## config.mk

```make
export PLATFORM = sky130hd
export DESIGN_NAME = fetch_unit
export DESIGN_NICKNAME = d
export VERILOG_FILES = /design/src/rtl/fetch_unit_pkg.sv /design/src/rtl/fetch_unit.sv
export SDC_FILE = /design/constraint.sdc
export NUM_CORES = 1
export LEC_CHECK = 0
export BUFFER_PORTS_ARGS = -buffer_cell sky130_fd_sc_hd__buf_2
export CAP_MARGIN = 20
export CORE_UTILIZATION = 50
export DETAILED_ROUTE_END_ITERATION = 6
export PLACE_DENSITY = 0.7
export SLEW_MARGIN = 20
export SYNTH_ARGS = -nofsm -noshare
export SYNTH_HDL_FRONTEND = slang
export SYNTH_SLANG_ARGS = --single-unit
```

## constraint.sdc

```tcl
create_clock -name clk -period 4.4 [get_ports clk]
set_clock_uncertainty 0.15 [all_clocks]
set_input_delay 0.22 -clock clk [delete_from_list [all_inputs] [get_ports clk]]
set_output_delay 0.22 -clock clk [all_outputs]
set_load 0.005 [all_outputs]
```

## src/rtl/fetch_unit_pkg.sv

```systemverilog
// rtl/fetch_unit_pkg.sv - decode-interface bundle type produced by fetch_unit
package fetch_unit_pkg;

  typedef struct packed {
    logic [31:0] pc;
    logic [31:0] imp;
  } D_type;

endpackage

```

## src/rtl/fetch_unit.sv

```systemverilog
// rtl/fetch_unit.sv - instruction fetch stage: one outstanding bus request,
// 1-entry skid buffer for decode stalls, single-delay-slot redirect handling.
module fetch_unit
  import fetch_unit_pkg::*;
#(
  parameter logic [31:0] RESET_PC = 32'hBFC0_0000
) (
  input  logic        clk,
  input  logic        resetn,
  input  logic        pcf1,
  input  logic        ifj,
  input  logic [31:0] pc_decode,
  output logic        ireq_valid,
  output logic [31:0] ireq_addr,
  input  logic        iresp_addr_ok,
  input  logic        iresp_data_ok,
  input  logic [31:0] iresp_data,
  output D_type       D,
  output logic        d_valid
);

  typedef enum logic [1:0] {S_REQ, S_WAIT, S_HOLD} state_t;

  state_t      state_q, state_d;
  logic [31:0] req_pc_q, req_pc_d;
  logic [31:0] wait_pc_q, wait_pc_d;
  logic [31:0] redir_target_q, redir_target_d;
  logic        redir_pending_q, redir_pending_d;
  logic        drop_q, drop_d;
  logic        req_kill_q, req_kill_d;
  logic        buf_valid_q, buf_valid_d;
  D_type       buf_q, buf_d;
  D_type       d_q, d_d;
  logic        d_valid_q, d_valid_d;

  logic        redir, accept, resp, resp_live, direct, buf_kill;
  logic [31:0] slot_pc, next_pc;

  assign ireq_valid = resetn && (state_q == S_REQ);
  assign ireq_addr  = {req_pc_q[31:2], 2'b00};
  assign D          = d_q;
  assign d_valid    = d_valid_q;

  always_comb begin
    redir     = ifj && d_valid_q && !pcf1;
    slot_pc   = d_q.pc + 32'd4;
    accept    = (state_q == S_REQ) && iresp_addr_ok;
    resp      = (state_q == S_WAIT) && iresp_data_ok;
    resp_live = resp && !drop_q && !(redir && wait_pc_q != slot_pc);
    buf_kill  = redir && buf_valid_q && (buf_q.pc != slot_pc);
    direct    = resp_live && !pcf1 && !buf_valid_q;
    next_pc   = redir_pending_q ? redir_target_q : req_pc_q + 32'd4;

    state_d         = state_q;
    req_pc_d        = req_pc_q;
    wait_pc_d       = wait_pc_q;
    redir_target_d  = redir_target_q;
    redir_pending_d = redir_pending_q;
    drop_d          = drop_q;
    req_kill_d      = req_kill_q;
    buf_valid_d     = buf_valid_q;
    buf_d           = buf_q;
    d_d             = d_q;
    d_valid_d       = d_valid_q;

    if (!pcf1) begin
      if (buf_valid_q && !buf_kill) begin
        d_d       = buf_q;
        d_valid_d = 1'b1;
      end else if (direct) begin
        d_d       = {wait_pc_q, iresp_data};
        d_valid_d = 1'b1;
      end else begin
        d_d       = '0;
        d_valid_d = 1'b0;
      end
      buf_valid_d = 1'b0;
    end
    if (resp_live && !direct) begin
      buf_valid_d = 1'b1;
      buf_d       = {wait_pc_q, iresp_data};
    end

    if (resp) begin
      drop_d = 1'b0;
    end else if ((state_q == S_WAIT) && redir && (wait_pc_q != slot_pc)) begin
      drop_d = 1'b1;
    end

    if (accept) begin
      wait_pc_d       = req_pc_q;
      req_pc_d        = next_pc;
      redir_pending_d = 1'b0;
      req_kill_d      = 1'b0;
      drop_d          = req_kill_q || (redir && (req_pc_q != slot_pc));
    end

    // A wrong-path request still on the bus keeps its address; it is only
    // marked for dropping and the target follows it through redir_pending.
    if (redir) begin
      redir_target_d = pc_decode;
      if (accept) begin
        req_pc_d        = pc_decode;
        redir_pending_d = 1'b0;
      end else if ((state_q == S_REQ) && (req_pc_q != slot_pc)) begin
        req_kill_d      = 1'b1;
        redir_pending_d = 1'b1;
      end else if (req_pc_q == slot_pc) begin
        redir_pending_d = 1'b1;
      end else begin
        req_pc_d        = pc_decode;
        redir_pending_d = 1'b0;
      end
    end

    case (state_q)
      S_REQ:   if (accept) state_d = S_WAIT;
      S_WAIT:  if (resp) state_d = buf_valid_d ? S_HOLD : S_REQ;
      S_HOLD:  if (!buf_valid_d) state_d = S_REQ;
      default: state_d = S_REQ;
    endcase
  end

  always_ff @(posedge clk or negedge resetn) begin
    if (!resetn) begin
      state_q         <= S_REQ;
      req_pc_q        <= RESET_PC;
      wait_pc_q       <= '0;
      redir_target_q  <= '0;
      redir_pending_q <= 1'b0;
      drop_q          <= 1'b0;
      req_kill_q      <= 1'b0;
      buf_valid_q     <= 1'b0;
      buf_q           <= '0;
      d_q             <= '0;
      d_valid_q       <= 1'b0;
    end else begin
      state_q         <= state_d;
      req_pc_q        <= req_pc_d;
      wait_pc_q       <= wait_pc_d;
      redir_target_q  <= redir_target_d;
      redir_pending_q <= redir_pending_d;
      drop_q          <= drop_d;
      req_kill_q      <= req_kill_d;
      buf_valid_q     <= buf_valid_d;
      buf_q           <= buf_d;
      d_q             <= d_d;
      d_valid_q       <= d_valid_d;
    end
  end

endmodule

```

==> out/qor.txt, run 1 <==
=========================================================================================
Result of the run .......................................................... complete, but fails checks
Violated checks ............................................................ design-rule violations
Initial antenna violation count ............................................            1
Worst rel slew slack .......................................................        37.6%
Top cell family by delay on the critical path .............................. simple AND/OR/NAND/NOR gates
Detailed Route Iter0 Violations ............................................          999
Endpoint kind of the worst setup timing path ...............................     register
Worst hold path class ...................................................... primary input to async pin
Yosys top cell area share ..................................................        41.3%
Category of the worst setup path launch point ..............................     register
Total clock sinks ..........................................................          231
Buffer depth of the longest clock path .....................................            3
Via count ..................................................................        11.0k
Mean post-synth cell area ..................................................     9.89 µm²
Setup violators final ......................................................            0
Insertion delay to the later sink of the worst-skew pair ...................      0.54 ns
CP Max Fanout ..............................................................           14
DRC violation count after routing ..........................................            9
Most common cell in the synthesized netlist ................................      nand2_1
Maximum vdd ir drop ........................................................     0.400 mV
Final critical-path share of the clock period ..............................        92.0%
Data arrival at the endpoint of the critical path ..........................      4.31 ns
Max stage delay on crit path ...............................................      0.46 ns
Ordered cell list for the critical path .................................... ha_1 -> nand4_1 -> buf_4 -> nor4_4 -> xnor2_1 -> o221ai_1 -> or4_1 -> nor3_2 -> a31oi_4 -> nor2_8 -> buf_4 -> mux2_2
Pin count of the biggest net entering global routing .......................          140
Boundary pin count .........................................................          168
Die Area ...................................................................   0.0276 mm²
CTS Root Cell ..............................................................    clkbuf_16
Critical path buffers and inverters ........................................            2
Net count of the finished layout ...........................................         1600
Max-cap viol count .........................................................            0
Pre-CTS WS .................................................................     0.389 ns
Largest area contributor in the synthesized netlist ........................      dfrtp_1
Startpoint-to-endpoint class of the critical path .......................... register to register
Die width ..................................................................       166 µm
Total clock buffers created by CTS .........................................           26
Final global-route overflow total ..........................................            0
Crit path required time ....................................................      4.66 ns
Filler cells ...............................................................         2202
Core Rows ..................................................................           59
Slowest cell on the critical path ..........................................        or4_1
Area growth syn-to-layout ..................................................        18.2%
Yosys warns ................................................................            0
Number of iterations in the first detailed-routing pass ....................            7
Detailed Place HPWL ........................................................     25800 µm
Number of enable flip-flop cells after synthesis ...........................            0
Register area share after synthesis ........................................        43.0%
Most used DFF post-synth ...................................................      dfrtp_1
Ratio of total power to cell area ..........................................   619 mW/mm²
Number of H-tree levels ....................................................            1
Share of final-layout standard cells stronger than drive strength 1 ........        23.4%
Die Y ......................................................................       166 µm
Number of port buffers .....................................................          165
Cell count after synthesis .................................................         1361
Wirelength, routed .........................................................     37600 µm
Worst-Margin Slew ..........................................................     0.932 ns
Max Transition Viols Final .................................................            0
RePlAce Congestion .........................................................        0.959
Clock tree from TritonCTS ..................................................          yes
Total Routing Usage GR .....................................................        27.5%
Hold Fails Final Rpt .......................................................            0
Achievable frequency .......................................................    0.247 GHz
Register bit count reported by yosys .......................................          231
Leakage power total ........................................................   0.00781 µW
Global-route wire length before repair .....................................     60700 µm
Placeable Area .............................................................   0.0262 mm²
Leading cell types by count after synthesis ................................ nand2_1, dfrtp_1, mux2_2
Final critical delay including setup and external delays ...................      4.05 ns
Vias per Instance ..........................................................         5.83
Synth cell types ...........................................................           74
Post-synthesis instance area ...............................................   0.0135 mm²
Worst setup margin .........................................................     0.354 ns
Crit path depth ............................................................           12
Final TNS setup ............................................................         0 ns
Unrepaired setup endpoints after global routing ............................        false
Starting density of the core ...............................................        51.4%
Proportion of register bits with asynchronous set or reset after synthesis .         100%
Vias in the first global route .............................................        10.8k
Library cell appearing most often on the critical path .....................        buf_4
Wire length per cell .......................................................      20.0 µm
Depth of the worst register-to-register path ...............................           12
Cells taking the most area after synthesis ................................. dfrtp_1, mux2_2, nand2_1
Clock transition at the registers of the reported paths ....................      0.06 ns
Remaining number of nets flagged by the antenna check after routing ........            0
=========================================================================================
[cell type report]
| class | count | area [µm²] | area share, % |
|---|---|---|---|
| well taps | 335 | 419 | 2.63 |
| multi-input cells | 979 | 6810 | 42.8 |
| diodes | 1 | 2.50 | 0.0157 |
| clock inverters | 13 | 203 | 1.27 |
| repair buffers | 270 | 1870 | 11.7 |
| flip-flops and latches | 231 | 5790 | 36.4 |
| clock buffers | 35 | 746 | 4.68 |
| inverters | 20 | 75.1 | 0.472 |
[worst register-to-register path, stage by stage, from the launching register on]
cell	delay, ns
dfrtp_1	0.43
ha_1	0.34
nand4_1	0.24
buf_4	0.26
nor4_4	0.43
xnor2_1	0.20
o221ai_1	0.14
or4_1	0.46
nor3_2	0.25
a31oi_4	0.20
nor2_8	0.20
buf_4	0.27
mux2_2	0.36
[where the power goes]
group	switching (µW)	internal, µW
sequential	1120	3000
clock	895	1480
combinational	1600	1770
[metal layers]
metal  global-route usage (%)  routed length, µm  up-vias
met5                        0                  0        -
met1                     38.8              16800     5418
met3                     4.74               2560       47
met4                     7.35                749        0
met2                     43.9              17500      381
li1                         -                  -     5136
[final timing paths]
kind	startpoint	to	slack, ns
setup / recovery	D[35]	buf_q[59]	0.35
hold / removal	resetn	buf_q[38]	0.1
setup reg to reg	D[35]	buf_q[59]	0.35
hold reg to reg	redir_target_q[26]	redir_target_q[26]	0.32
max in group asynchronous	resetn	buf_q[8]	2.84
min in group clk	ifj	redir_target_q[7]	0.12
[kinds of logic (layout without fill, tap and decap cells)]
logic type / after synthesis / in the layout / synth area share (%)
simple gates: 458 / 458 / 17.0
compound gates: 292 / 292 / 15.2
flops: 231 / 231 / 43.0
buf+inv: 152 / 338 / 6.50
xor+xnor: 116 / 116 / 9.08
mux: 109 / 109 / 9.00
fa+ha+maj: 2 / 2 / 0.186
other cells: 1 / 3 / 0.0279
[repair_timing]
action	in CTS	in global routing
resized for setup	0	0
setup buffers	0	0
hold endpoints to repair	219	0
hold buffers	68	0
setup endpoints to repair	0	0
[state kept, by name, summed over array words and instances, names as in the netlist, 2 cells and up]
| name | flops |
|---|---|
| D | 64 |
| wait_pc_q | 32 |
| buf_q | 64 |
| req_pc_q | 32 |
| redir_target_q | 32 |
| state_q | 2 |
[placed cells by master, fill, tap and decap left out, types with 4 or more instances in the layout]
master	netlist	routed
a21boi_0	4	4
a21o_1	65	65
a21oi_1	46	46
a22o_1	66	66
a31oi_1	11	11
and3_1	13	13
and4_1	8	8
buf_12	0	6
buf_2	22	164
buf_4	38	31
bufinv_16	0	5
clkbuf_1	53	4
clkbuf_16	0	27
clkbuf_8	0	4
clkinv_2	0	5
dfrtp_1	222	221
dfstp_2	9	9
dlygate4sd3_1	0	68
inv_1	20	20
mux2_1	13	13
mux2_2	83	83
mux2i_1	13	13
nand2_1	232	231
nand2b_1	9	9
nand3_1	29	29
nand4_1	29	29
nor2_1	53	52
nor2b_1	6	6
nor3_1	15	15
nor3b_1	7	7
nor4_1	21	21
o21ai_0	61	61
o22ai_1	9	9
or3_1	4	4
or4_1	4	4
xnor2_1	67	67
xnor3_1	15	15
xor2_1	34	34
[through the flow]
step           utilization, %  cells  power [µW]  hold WS (ns)  cell area [µm²]
3_5_place_dp             54.5   1767        7400         0.143            14300
3_3_place_gp             54.5   1767        7310         0.140            14300
4_1_cts                  60.7   1883        9860        0.0966            15900
2_1_floorplan               -   1362        6330        -0.226            13500
5_1_grt                  60.7   1884       10400         0.132            15900
6_report                 60.7   1884        9860        0.0968            15900
Power figures use the tool's default switching activity.
==> inputs of run 2 (changes only) <==
CTS_BUF_LIST = sky130_fd_sc_hd__clkbuf_8   (was unset)
CTS_CLUSTER_SIZE = 8   (was unset)
PLACE_DENSITY = 0.73   (was 0.7)
clock period = 3.6 ns   (was 4.4 ns; I/O delays follow)
==> out/qor.txt, run 2 (same netlist as run 1, synthesis figures left out) <==
==================================================================================
Result of the run ................................................... complete, but fails checks
Violated checks ..................................................... design-rule violations, negative setup slack
Initial antenna violation count .....................................            0
Net count of the finished layout ....................................         1695
Category of the worst setup path launch point .......................     register
Worst-Margin Slew ...................................................     0.949 ns
CP Max Fanout .......................................................           12
Depth of the worst register-to-register path ........................           14
Hold Startpoint .....................................................          ifj
Area growth syn-to-layout ...........................................        26.5%
Detailed Route Iter0 Violations .....................................         1145
Via count ...........................................................        11.9k
Buffer depth of the longest clock path ..............................            3
Endpoint kind of the worst setup timing path ........................     register
Die Area ............................................................   0.0276 mm²
DRC violation count after routing ...................................            8
Final global-route overflow total ...................................            0
Data arrival at the endpoint of the critical path ...................      4.03 ns
Die width ...........................................................       166 µm
Final critical-path share of the clock period .......................         102%
Worst setup margin ..................................................   -0.0876 ns
Pin count of the biggest net entering global routing ................           97
N_diodes ............................................................            0
Number of iterations in the first detailed-routing pass .............            7
Critical path startpoint ............................................        D[35]
Most frequent cells in the layout ................................... nand2_1, dfrtp_1, buf_2
Remaining number of nets flagged by the antenna check after routing .            0
Clock tree from TritonCTS ...........................................          yes
Commonest non-fill, non-tap cell in the layout ......................      nand2_1
Wirelength, routed ..................................................     43400 µm
Total clock sinks ...................................................          231
Clock transition at the registers of the reported paths .............      0.06 ns
Starting density of the core ........................................        51.4%
Max Transition Viols Final ..........................................            0
Number of port buffers ..............................................          165
Final critical delay including setup and external delays ............      3.69 ns
Maximum vdd ir drop .................................................     0.442 mV
Wire length per cell ................................................      21.9 µm
Share of final-layout standard cells stronger than drive strength 1 .        29.8%
Critical R2R Launch .................................................        D[35]
Worst rel slew slack ................................................        36.7%
CTS Root Cell .......................................................     clkbuf_8
Crit path required time .............................................      3.95 ns
Worst hold path class ............................................... primary input to register
Final TNS setup .....................................................     -7.00 ns
Hold Fails Final Rpt ................................................            0
Total clock buffers created by CTS ..................................           41
Total Power .........................................................     12400 µW
RePlAce Congestion ..................................................        0.994
Hold Path Stages ....................................................            5
Unrepaired setup endpoints after global routing .....................         true
Boundary pin count ..................................................          168
Die Y ...............................................................       166 µm
Vias per Instance ...................................................         6.01
Number of H-tree levels .............................................            2
Total Routing Usage GR ..............................................        29.1%
Startpoint-to-endpoint class of the critical path ................... register to register
Detailed Place HPWL .................................................     27500 µm
Vias in the first global route ......................................        11.4k
Leakage power total .................................................   0.00858 µW
Ratio of total power to cell area ...................................   728 mW/mm²
Insertion delay to the later sink of the worst-skew pair ............      0.55 ns
Core Rows ...........................................................           59
Setup violators final ...............................................          127
Max-cap viol count ..................................................            0
Global-route wire length before repair ..............................     63700 µm
Placeable Area ......................................................   0.0262 mm²
Achievable frequency ................................................    0.271 GHz
==================================================================================
## run 2: changes by cell type in the layout (fill, tap and decap cells not counted), moves of 7 or more
cell | before | now
buf_4 | 31 | 91
buf_6 | 0 | 7
clkbuf_16 | 27 | 7
clkbuf_8 | 4 | 52
inv_1 | 20 | 28
mux2_1 | 13 | 6
mux2_2 | 83 | 27
mux2_4 | 0 | 63
nor4_1 | 21 | 14
## run 2: layer usage
layer | wire, µm | up-vias | global-route usage, % | share of wire, %
li1 | - | 5307 | - | -
met1 | 18500 | 5916 | 41.1 | 43
met2 | 20300 | 584 | 46.3 | 47
met3 | 3560 | 93 | 5.08 | 8.2
met4 | 1110 | 0 | 7.88 | 2.6
met5 | 0 | - | 0 | 0
## run 2: worst max-delay path, cell delays in order (launching register included)
cell and delay (ns):
dfrtp_1 0.35, ha_2 0.19, nand4_1 0.25, buf_6 0.24, nor4_4 0.31, buf_4 0.16
nor3b_2 0.04, or4_4 0.50, nor4_4 0.15, nand4_1 0.29, o32ai_4 0.37, buf_12 0.21
buf_12 0.16, a22o_1 0.16, a21o_1 0.09
## run 2: final cells by class
cell class              count  area, µm²
clock buffers              52        716
clock inverters            14       96.3
fillers                  2027       9170
inverters                  20       75.1
multi-input cells         979       7220
flip-flops and latches    231       5800
well taps                 335        419
repair buffers            350       2710
## run 2: where the power goes
group          internal [µW]  total [µW]  leakage [µW]  switching (µW)
sequential              3670        5050       0.00293            1380
combinational           2600        4880       0.00520            2280
clock                   1360        2460      0.000454            1100
total                   7640       12400       0.00858            4760
## run 2: repair_timing
| item | in CTS | in global routing |
|---|---|---|
| setup buffers | 1 | 10 |
| hold endpoints to repair | 217 | 0 |
| pin swaps | 1 | 16 |
| gates resized for setup | 7 | 104 |
| gates cloned | 0 | 13 |
| endpoints found under the setup margin | 154 | 161 |
| hold buffers | 67 | 0 |
## run 2: final timing paths
| check | endpoint | slack [ns] |
|---|---|---|
| worst max-delay path | D[6] | -0.09 |
| worst min-delay path | redir_target_q[31] | 0.07 |
| worst max register to register | D[6] | -0.09 |
| worst min register to register | redir_target_q[0] | 0.32 |
| max in group asynchronous | buf_q[20] | 2.07 |
| min in group asynchronous | D[12] | 0.09 |
## run 2: metrics by stage
step                      instances  util [%]  area (µm²)  hold slack, ns  worst slack (ns)
after global placement         1825      56.3       14800          0.0880           -0.0968
final                          1981      65.0       17000          0.0696           -0.0876
after floorplan                1362         -       13500          -0.266            0.0884
after CTS                      1959      62.2       16300          0.0317           0.00723
after detailed placement       1825      56.3       14800          0.0872           -0.0960
after global routing           1981      65.0       17000          0.0663            -0.168
==> inputs of run 3 (changes only) <==
CORE_UTILIZATION = 53   (was 50)
PLACE_DENSITY = 0.77   (was 0.73)
==> out/qor.txt, run 3 (same netlist as run 1, synthesis figures left out) <==
==================================================================================
Result of the run ................................................... complete, but fails checks
Violated checks ..................................................... negative setup slack
Max Transition Viols Final ..........................................            0
Number of H-tree levels .............................................            2
Worst rel slew slack ................................................        38.7%
Worst hold path class ............................................... primary input to async pin
Via count ...........................................................        12.3k
Critical path startpoint ............................................        D[35]
Pin count of the biggest net entering global routing ................          111
Worst r2r dst .......................................................         D[2]
Clock tree from TritonCTS ...........................................          yes
Sequential Power Share ..............................................        40.3%
Switching portion of total power ....................................        39.2%
Buffer depth of the longest clock path ..............................            3
Share of final-layout standard cells stronger than drive strength 1 .        31.6%
Ordered cell list for the critical path ............................. ha_2 -> nand4_1 -> buf_6 -> buf_6 -> nor4_4 -> buf_4 -> nor3b_2 -> or4_4 -> nor4_4 -> nand4_1 -> buf_6 -> o32ai_4 -> buf_12 -> clkbuf_16 -> a22o_1 -> a21o_1
Category of the worst setup path launch point .......................     register
N_diodes ............................................................            0
Area growth syn-to-layout ...........................................        29.3%
Detailed Route Iter0 Violations .....................................         1339
Vias per Instance ...................................................         6.14
Final critical-path share of the clock period .......................         102%
Final critical delay including setup and external delays ............      3.66 ns
RePlAce Congestion ..................................................         1.00
Crit path depth .....................................................           16
Top cell family by delay on the critical path ....................... simple AND/OR/NAND/NOR gates
Library cell appearing most often on the critical path ..............        buf_6
DRC violation count after routing ...................................            0
Number of iterations in the first detailed-routing pass .............            6
Endpoint kind of the worst setup timing path ........................     register
Net count of the finished layout ....................................         1724
CTS Root Cell .......................................................     clkbuf_8
Most frequent cells in the layout ................................... nand2_1, dfrtp_1, buf_2
Achievable frequency ................................................    0.273 GHz
Die width ...........................................................       161 µm
Total Routing Usage GR ..............................................        32.2%
CP Max Fanout .......................................................            8
Maximum vdd ir drop .................................................     0.479 mV
Insertion delay to the later sink of the worst-skew pair ............      0.56 ns
Max-cap viol count ..................................................            0
Commonest non-fill, non-tap cell in the layout ......................      nand2_1
Critical path buffers and inverters .................................            6
Slowest cell on the critical path ...................................        or4_4
Leakage power total .................................................   0.00875 µW
Setup violators final ...............................................           40
Wire length per cell ................................................      22.7 µm
Critical R2R Launch .................................................        D[35]
Remaining number of nets flagged by the antenna check after routing .            0
Number of port buffers ..............................................          165
Unrepaired setup endpoints after global routing .....................         true
Reg-to-reg slack, setup .............................................     -0.06 ns
Pre-CTS WS ..........................................................    -0.120 ns
Wirelength, routed ..................................................     45500 µm
Internal power summed over all cells ................................      7600 µW
Placeable Area ......................................................   0.0246 mm²
Ratio of total power to cell area ...................................   719 mW/mm²
Crit path required time .............................................      3.93 ns
Clock transition at the registers of the reported paths .............      0.06 ns
Comb power frac .....................................................        40.1%
Worst setup margin ..................................................   -0.0580 ns
Core Rows ...........................................................           57
Global-route wire length before repair ..............................     65100 µm
Worst-Margin Slew ...................................................     0.919 ns
Initial antenna violation count .....................................            0
Data arrival at the endpoint of the critical path ...................      3.99 ns
Hold Fails Final Rpt ................................................            0
Total clock buffers created by CTS ..................................           41
Final TNS setup .....................................................    -0.562 ns
Max stage delay on crit path ........................................      0.44 ns
Filler cells ........................................................         1762
Total clock sinks ...................................................          231
Vias in the first global route ......................................        11.9k
Starting density of the core ........................................        54.7%
Detailed Place HPWL .................................................     27400 µm
Proportion of power drawn by the clock network ......................        19.5%
Die Y ...............................................................       161 µm
Final global-route overflow total ...................................            0
Switching Power .....................................................      4910 µW
Startpoint-to-endpoint class of the critical path ................... register to register
Die Area ............................................................   0.0260 mm²
Capture point of the worst path .....................................         D[2]
Depth of the worst register-to-register path ........................           16
Boundary pin count ..................................................          168
==================================================================================
run 3: per-layer routing:
layer  GRT usage [%]  part of all wire, %
met5               0                    0
met2            51.1                   46
met4            11.1                  3.9
met3            5.21                  9.4
met1            44.9                   41
run 3: cell type report:
class | count | area [µm²] | area share [%]
Clock buffer | 50 | 688 | 3.95
Clock inverter | 25 | 129 | 0.740
Inverter | 20 | 75.1 | 0.431
Multi-Input combinational cell | 979 | 7250 | 41.7
Sequential cell | 231 | 5800 | 33.3
Tap cell | 324 | 405 | 2.33
Timing Repair Buffer | 379 | 3060 | 17.6
run 3: how the worst min path moves through the flow:
| stage | cells after the start | slack, ns | endpoint |
|---|---|---|---|
| 6_report | 2 | 0.06 | buf_q[26] |
| 3_5_place_dp | 1 | 0.07 | buf_q[26] |
| 2_1_floorplan | 0 | -0.27 | D[0] |
| 5_1_grt | 2 | 0.12 | D[28] |
| 3_3_place_gp | 1 | 0.06 | D[26] |
| 4_1_cts | 2 | 0.07 | wait_pc_q[13] |
run 3: metrics by stage:
step	instance area [µm²]	power (µW)	std cells	hold WS, ns	util (%)
finish	17400	12500	2008	0.0574	70.7
global route	17400	13100	2008	0.124	70.7
CTS	16500	11900	1975	0.0698	67.0
detailed placement	14800	9290	1825	0.0684	60.1
global placement	14800	9140	1825	0.0595	60.1
floorplan	13500	7740	1362	-0.266	-
run 3: what timing repair did:
item,in CTS,in global routing
endpoints found under the hold margin,208,0
hold buffers,67,0
buffers inserted,5,19
pin swaps,13,55
resized for setup,13,110
gates cloned,3,16
setup endpoints to repair,158,159
run 3: power groups by stage:
stage | combinational [µW] | clock, µW | sequential [µW]
after floorplan | 3320 | 0 | 4420
after global placement | 4250 | 0 | 4890
after detailed placement | 4340 | 0 | 4950
after CTS | 4500 | 2450 | 4910
after global routing | 5410 | 2590 | 5140
final | 5020 | 2440 | 5040
